**config.mk**
```make
export PLATFORM = sky130hd
export DESIGN_NAME = reindeer_instr_queue
export DESIGN_NICKNAME = d
export VERILOG_FILES = /design/src/rtl/reindeer_instr_queue_pkg.sv /design/src/rtl/reindeer_instr_fifo_mem.sv /design/src/rtl/reindeer_instr_queue.sv
export SDC_FILE = /design/constraint.sdc
export NUM_CORES = 1
export LEC_CHECK = 0
export CAP_MARGIN = 10
export CORE_MARGIN = 2
export CORE_UTILIZATION = 40
export CTS_BUF_LIST = sky130_fd_sc_hd__clkbuf_4
export DETAILED_ROUTE_END_ITERATION = 8
export PLACE_DENSITY = 0.65
export SLEW_MARGIN = 20
export SYNTH_ARGS = -nofsm -noshare
export SYNTH_HDL_FRONTEND = slang
export SYNTH_SLANG_ARGS = --single-unit
```
**constraint.sdc**
```tcl
create_clock -name clk -period 8.35 [get_ports clk]
set_clock_uncertainty 0.1 [all_clocks]
set_input_delay 1.2525 -clock clk [delete_from_list [all_inputs] [get_ports clk]]
set_output_delay 1.2525 -clock clk [all_outputs]
set_load 0.02 [all_outputs]
```
**src/rtl/reindeer_instr_queue_pkg.sv**
```systemverilog
// Shared widths, queue entry layout and PC arithmetic for the instruction prefetch queue.
package reindeer_instr_queue_pkg;

  localparam int XLEN        = 32;
  localparam int PC_BITWIDTH = 32;

  localparam logic [PC_BITWIDTH-1:0] PC_STEP = PC_BITWIDTH'(4);

  typedef struct packed {
    logic [XLEN-1:0]        ir;
    logic [PC_BITWIDTH-1:0] pc;
  } instr_entry_t;

  // Sequential fetch address; wraps at the top of the address space.
  function automatic logic [PC_BITWIDTH-1:0] next_pc(input logic [PC_BITWIDTH-1:0] pc);
    return pc + PC_STEP;
  endfunction

endpackage

```
**src/rtl/reindeer_instr_fifo_mem.sv**
```systemverilog
// DEPTH-entry storage for instruction/PC pairs: one write port, combinational read port.
module reindeer_instr_fifo_mem
  import reindeer_instr_queue_pkg::*;
#(
  parameter int DEPTH = 4
) (
  input  logic                       clk,
  input  logic                       reset_n,
  input  logic                       clear,
  input  logic                       we,
  input  logic [$clog2(DEPTH)-1:0]   waddr,
  input  instr_entry_t               wdata,
  input  logic [$clog2(DEPTH)-1:0]   raddr,
  output instr_entry_t               rdata
);

  instr_entry_t mem [DEPTH];

  // Entries are cleared on reset so the head outputs read as zero afterwards.
  always_ff @(posedge clk or negedge reset_n) begin
    if (!reset_n) begin
      for (int i = 0; i < DEPTH; i++) mem[i] <= '0;
    end else if (clear) begin
      for (int i = 0; i < DEPTH; i++) mem[i] <= '0;
    end else if (we) begin
      mem[waddr] <= wdata;
    end
  end

  assign rdata = mem[raddr];

endmodule

```
**src/rtl/reindeer_instr_queue.sv**
```systemverilog
// Instruction prefetch queue: issues one fetch at a time, buffers returned words,
// and hands them to decode; a redirect flushes the queue and restarts fetch.
module reindeer_instr_queue
  import reindeer_instr_queue_pkg::*;
#(
  parameter int DEPTH = 4
) (
  input  logic                   clk,
  input  logic                   reset_n,
  input  logic                   sync_reset,
  input  logic                   redirect,
  input  logic [PC_BITWIDTH-1:0] redirect_addr,
  output logic                   fetch_init,
  output logic [PC_BITWIDTH-1:0] start_addr,
  output logic                   fetch_next,
  input  logic                   fetch_enable_in,
  input  logic [XLEN-1:0]        IR_in,
  input  logic [PC_BITWIDTH-1:0] PC_in,
  output logic                   instr_valid,
  output logic [XLEN-1:0]        instr_IR,
  output logic [PC_BITWIDTH-1:0] instr_PC,
  input  logic                   instr_ready
);

  localparam int PTR_W = $clog2(DEPTH);
  localparam int CNT_W = PTR_W + 1;
  localparam logic [CNT_W-1:0] FULL = CNT_W'(DEPTH);

  logic [PTR_W-1:0]       wr_ptr;
  logic [PTR_W-1:0]       rd_ptr;
  logic [CNT_W-1:0]       count;
  logic [CNT_W-1:0]       count_after;
  logic [PC_BITWIDTH-1:0] expected_pc;
  logic                   outstanding;
  logic                   push;
  logic                   pop;
  logic                   issue;
  instr_entry_t           wr_entry;
  instr_entry_t           rd_entry;

  // Decode handshake: the head transfers on any cycle where instr_valid and
  // instr_ready are both high; instr_valid never depends on instr_ready.
  assign instr_valid = (count != '0);
  assign pop         = instr_valid && instr_ready && !redirect;

  // Only the return matching expected_pc is kept; stale returns after a
  // redirect fail the PC check and are dropped.
  assign push = fetch_enable_in && (PC_in == expected_pc) && !redirect &&
                ((count != FULL) || pop);

  assign count_after = count + CNT_W'(push) - CNT_W'(pop);

  // A return accepted this cycle frees the single request slot, so the next
  // request can go out on the following edge as long as space remains.
  assign issue = !redirect && !fetch_init && !fetch_next &&
                 (!outstanding || push) && (count_after < FULL);

  assign wr_entry = '{ir: IR_in, pc: PC_in};
  assign instr_IR = rd_entry.ir;
  assign instr_PC = rd_entry.pc;

  reindeer_instr_fifo_mem #(.DEPTH(DEPTH)) u_mem (
    .clk     (clk),
    .reset_n (reset_n),
    .clear   (sync_reset),
    .we      (push && !sync_reset),
    .waddr   (wr_ptr),
    .wdata   (wr_entry),
    .raddr   (rd_ptr),
    .rdata   (rd_entry)
  );

  always_ff @(posedge clk or negedge reset_n) begin
    if (!reset_n) begin
      wr_ptr      <= '0;
      rd_ptr      <= '0;
      count       <= '0;
      expected_pc <= '0;
      outstanding <= 1'b0;
      fetch_init  <= 1'b0;
      start_addr  <= '0;
      fetch_next  <= 1'b0;
    end else if (sync_reset) begin
      wr_ptr      <= '0;
      rd_ptr      <= '0;
      count       <= '0;
      expected_pc <= '0;
      outstanding <= 1'b0;
      fetch_init  <= 1'b0;
      start_addr  <= '0;
      fetch_next  <= 1'b0;
    end else if (redirect) begin
      wr_ptr      <= '0;
      rd_ptr      <= '0;
      count       <= '0;
      expected_pc <= redirect_addr;
      outstanding <= 1'b1;
      fetch_init  <= 1'b1;
      start_addr  <= redirect_addr;
      fetch_next  <= 1'b0;
    end else begin
      fetch_init <= 1'b0;
      fetch_next <= issue;
      count      <= count_after;
      if (push) begin
        wr_ptr      <= wr_ptr + 1'b1;
        expected_pc <= next_pc(expected_pc);
      end
      if (pop) rd_ptr <= rd_ptr + 1'b1;
      if (issue)     outstanding <= 1'b1;
      else if (push) outstanding <= 1'b0;
    end
  end

endmodule

```
# Yosys cells after proc, flatten, opt, wreduce, memory -nomap -nowiden

Cells that the tools add are included.

$add $sub $neg: 5
$mul: 0
Div/mod/pow operators: 0
$lt $le $gt $ge: 4
Equal/unequal tests: 2
Shifts and indexed selects: 0
Mux-type cells: 29
Bitwise logic cells: 2
Reduce and logical (&&, ||, !) cells: 24

Operators by type and width:

| kind                  | number |
|---|---|
| $mux 256              | 2 |
| $bwmux 256            | 1 |
| $mux 64               | 3 |
| $mux 32               | 5 |
| $bmux 64 s2           | 1 |
| $demux 64 s2          | 1 |
| $add 32x3->32 const B | 1 |
| $eq 32x32->1          | 1 |
| $mux 2                | 6 |
| $logic_and 1x1->1     | 11 |
| $reduce_bool 3->1     | 3 |
| $mux 1                | 8 |
| $ge 3x3->1 const B    | 2 |
| $mux 3                | 2 |
| $not 2->3             | 2 |
| $logic_not 1->1       | 5 |
| $add 2x1->2 const B   | 2 |
| $reduce_bool 2->1     | 2 |
| $reduce_bool 4->1     | 1 |
| $add 3x1->3           | 1 |
| $lt 3x1->1 const B    | 1 |
| $lt 3x3->1 const B    | 1 |
| $ne 3x3->1 const B    | 1 |
| $sub 3x1->3           | 1 |
| $logic_or 1x1->1      | 2 |

Bits in registers: 330
Bits in latches: 0
Memory bits (writable): 0
Memory bits (read-only): 0
Output and inout bits: 99
Word-level logic and storage cells: 82
Memories kept: 0

# Longest topological paths before layout

Depth after elaboration: 12
Gate-level depth with buffers: 15
Gate-level depth less buffers: 14

# Hierarchy

A second synthesis with hierarchy kept.

Cells, all modules: 1436
Area total of the unflattened synthesis: 17290.3 um^2

Modules (own cells, without submodules):

| module                  | instances | cells each | area an instance (um^2) |
|---|---|---|---|
| reindeer_instr_fifo_mem | 1         | 979        | 13078.8 |
| reindeer_instr_queue    | 1         | 457        | 4211.5 |

# Worst setup path before layout

Ideal clock, no wire load.

Path kind: input -> register
Start point: input PC_in[17]
End point: register fetch_next
Arrival time: 3.648 ns
Path slack: 4.508 ns
Stages: 13
Cell sequence: xor2_1 or4_1 nor4_1 nand2_1 ha_1 inv_1 ha_1 inv_1 fa_1 xor2_1 xnor2_1 nand2_1 a211oi_1

Longest elaborated chain between the ends: 10
Elaborated cells on any way between the ends: 12
Classes of those cells: add/sub: 2; order compare: 1; eq/ne: 1; mux: 2; reduce/logical: 6

RTL lines:

| what                             | RTL line                    | source |
|---|---|---|
| start, declared                  | reindeer_instr_queue.sv:18  | `input logic [PC_BITWIDTH-1:0] PC_in,` |
| $eq 32x32->1 *                   | reindeer_instr_queue.sv:48  | `assign push = fetch_enable_in && (PC_in == expected_pc) && !redirect &&` |
| $logic_and 1x1->1 * (3 in a row) | reindeer_instr_queue.sv:48  |  |
| $add 3x1->3                      | reindeer_instr_queue.sv:51  | `assign count_after = count + CNT_W'(push) - CNT_W'(pop);` |
| $sub 3x1->3                      | reindeer_instr_queue.sv:51  |  |
| $lt 3x3->1                       | reindeer_instr_queue.sv:56  | `(!outstanding \|\| push) && (count_after < FULL);` |
| $logic_and 1x1->1 *              | reindeer_instr_queue.sv:56  |  |
| $mux 1 *                         | reindeer_instr_queue.sv:92  | `end else if (redirect) begin` |
| $mux 1 *                         | reindeer_instr_queue.sv:83  | `end else if (sync_reset) begin` |
| end signal, assigned             | reindeer_instr_queue.sv:103 | `fetch_next <= issue;` |
| end, declared                    | reindeer_instr_queue.sv:15  | `output logic fetch_next,` |

Every way passes the cells marked *; elsewhere a longest branch is shown, timed or not.
A chain may end at the register's enable or synchronous reset.

# Worst setup path after layout

Start point: register rd_ptr[0]
End point: output instr_PC[29]

Longest elaborated chain between the ends: 4

RTL lines:

| what                                       | RTL line                      | source |
|---|---|---|
| start, declared                            | reindeer_instr_queue.sv:30    | `logic [PTR_W-1:0] rd_ptr;` |
| start signal, assigned                     | reindeer_instr_queue.sv:109   | `if (pop) rd_ptr <= rd_ptr + 1'b1;` |
| $not 2->3 (not written as such)            | reindeer_instr_fifo_mem.sv:30 | `assign rdata = mem[raddr];` |
| $bmux 64 s2                                | reindeer_instr_fifo_mem.sv:30 |  |
| $mux 64 (not written as such) (2 in a row) | reindeer_instr_fifo_mem.sv:30 |  |
| end, declared                              | reindeer_instr_queue.sv:21    | `output logic [PC_BITWIDTH-1:0] instr_PC,` |

No other way between the ends. The select of a mux whose other input is x is not followed.

==> metrics <==
status completed; clock buffer depth 3; layout cells sized above 1 13.70%; Post-CTS Resized 0; Fin. Hold Viols 0; post-CTS setup buffer count 0; post-layout power 3400 uW; H-tree Lvls 3; final layout net count around 1800; f_max 200.3 MHz; starting density of the core 40.30%; Final min period 4.993 ns; Power Density 169.9 nW/um^2; IO Pins 201; Die Span X 206.1 um; startpoint types flop; top-area cell type share of the netlist area 50.53%; Inst Count DP 2108; First-pass DRT Iterations 5; Residual DRC 0; count of different cell masters after synthesis 52; Die ar. 42490 sq um; cells on worst reg2reg path 8; CTS tree done; hold_buf cts 0; clock latency at the later pin of the worst-skew pair around 0.77 ns; Setup-failing EPs final 0; synth cell count leaders 361 x nand2_1, 330 x dfrtp_1, 284 x mux2i_1, 77 x clkbuf_1, 64 x mux4_2; Worst EP arrival 3.64 ns; RSZ-0062 raised after global routing no; via count 12290; Core Util, Final 49.35%; initial antenna violation count 12; final wirelength approximately 44000 um; Max IR drop VDD between 100 and 150 uV; Core Area a little over 40000 sq um; asr flop ratio synth 100.0%; Post-synth EDFFs 0; syn avg cell area 11.14 sq um; pin count of the biggest net entering global routing 211; crit end category primary output; Max-cap violations 0; post-synthesis sequential area ratio between 50% and 60%; Final period util between 50 and 60%; Syn. warnings 0; main area contributors after synthesis dfrtp_1 51%, mux2i_1 17%, mux4_2 8.8%, nand2_1 8.3%, clkbuf_1 1.8%; worst slew pin tran 1.118 ns; routed vias/inst 5.388; Clock Tree Root clkbuf_4; leakage power total 0.009672 uW; Post-Syn Instances 1467; Hold Crit Depth 1; Antenna Nets Post-Route 0; main flop type after synthesis dfrtp_1; Crit Path Category reg2out; Yosys reg bits 330; initial DRC count 986; HPWL reported at the end of detailed placement 27150 um; wire per inst 19.40 um; TNS Setup 0 ns; TritonCTS buffer count 93; Syn Nets ~1600; post-synth top area cell dfrtp_1; Syn Std Cell Area 16340 sq um; GRT Overall Usage 21.18%; number of global-route vias before repair 12640; first-pass GRT wire length 70210 um; Relative slew margins 25.46%; overflow left after global routing 0; crit path max fanout 42; Die Y 206.1 um; clock tree sinks 330; IO Port Bufs 200; fin. max-slew vios 0; Hold WC Path Type reg2reg; most common cell in the synthesized netlist nand2_1; Cell Count, Final, Fillers Out between 2000 and 2500; Area growth, synth to finish 22.46%; hold slack 0.3566 ns; routability congestion estimate 0.9072; clk slew on worst S/H paths 0.07 ns; Site Rows 74; WP data required about 7 ns
## cell type report
cell class | instances | area, sq um
fillers | 3715 | 20540
flip-flops and latches | 330 | 8263
multi-input cells | 1016 | 7675
repair buffers | 216 | 2142
clock buffers | 135 | 1013
well taps | 532 | 665.6
clock inverters | 33 | 181.4
inverters | 14 | 60.06
diodes | 5 | 12.51
## report_power, final
| group | switching, uW | internal (uW) | leakage (uW) |
|---|---|---|---|
| Combinational | 157 | 102 | 0.00440 |
| Clock | 700 | 803 | 0.000713 |
| Sequential | 20.9 | 1620 | 0.00456 |
## cell families (layout without fill, tap and decap cells)
kind of cell	after synthesis	count (layout)	synth area share, %
fa+ha+maj	8	8	0.6584
xor+xnor	29	29	1.554
simple gates	537	537	14.10
flops	330	330	50.53
compound gates	94	94	4.104
other cells	0	5	0
mux	348	348	26.22
buf+inv	121	398	2.841
## worst paths after layout
kind / endpoint / slack (ns) / start
setup / recovery: instr_PC[29] / 3.36 / rd_ptr[0]
hold reg to reg: fetch_next / 0.36 / outstanding
hold / removal: fetch_next / 0.36 / outstanding
max in group asynchronous: u_mem.mem[30] / 6.24 / reset_n
min in group asynchronous: u_mem.mem[43] / 0.44 / reset_n
setup reg to reg: u_mem.mem[68] / 4.06 / expected_pc[16]
## cell usage in the layout (no fill, tap or decap), types with 4 or more instances in the layout
cell type        Yosys  final
xor2_1              11     11
a32oi_1              4      4
dfrtp_1            330    328
or4_1                6      6
xnor2_1             18     18
nand3_1             22     19
clkdlybuf4s50_1      0    197
a31oi_1             10     10
o21ai_0             11     11
nor2_1              52     52
o211ai_1             4      4
ha_1                 7      7
or3_1                7      7
clkinv_1             0     25
inv_1               14     13
or2_2                4      4
diode_2              0      5
clkinv_2             0      4
o31ai_1              4      4
nand2_1            361    361
clkbuf_4             0    135
and2_1               6      6
nor4_1              12     10
buf_4                0     14
a311oi_1             7      7
and3_1               8      7
mux4_2              64     64
mux2i_1            284    284
nor2b_1             16     16
a21oi_1             17     17
nand4_1             18     18
nor3_1              15     15
a22oi_1              8      8
## through the flow
step	cell area [sq um]	worst slack, ns
global route	20010	3.043
CTS	20000	3.188
global placement	18810	3.022
finish	20010	3.357
detailed placement	18810	2.905
floorplan	16340	4.508
## worst max-delay path: stages (launching register included)
cell and delay, ns:
dfrtp_4 0.78, buf_4 0.82, mux4_2 0.67, clkdlybuf4s50_1 0.57
## state kept, by name, indices dropped and copies added, names as in the netlist
register     flops
wr_ptr           2
rd_ptr           2
outstanding      1
fetch_next       1
expected_pc     32
u_mem.mem      256
count            3
start_addr      32
fetch_init       1
## layer usage
metal / GRT usage (%) / part of all wire [%]
met4: 8.571 / 3.2
met1: 29.40 / 45
met2: 31.27 / 45
met3: 5.992 / 6.8
met5: 0 / 0.18
(Power assumes the default switching activity.)
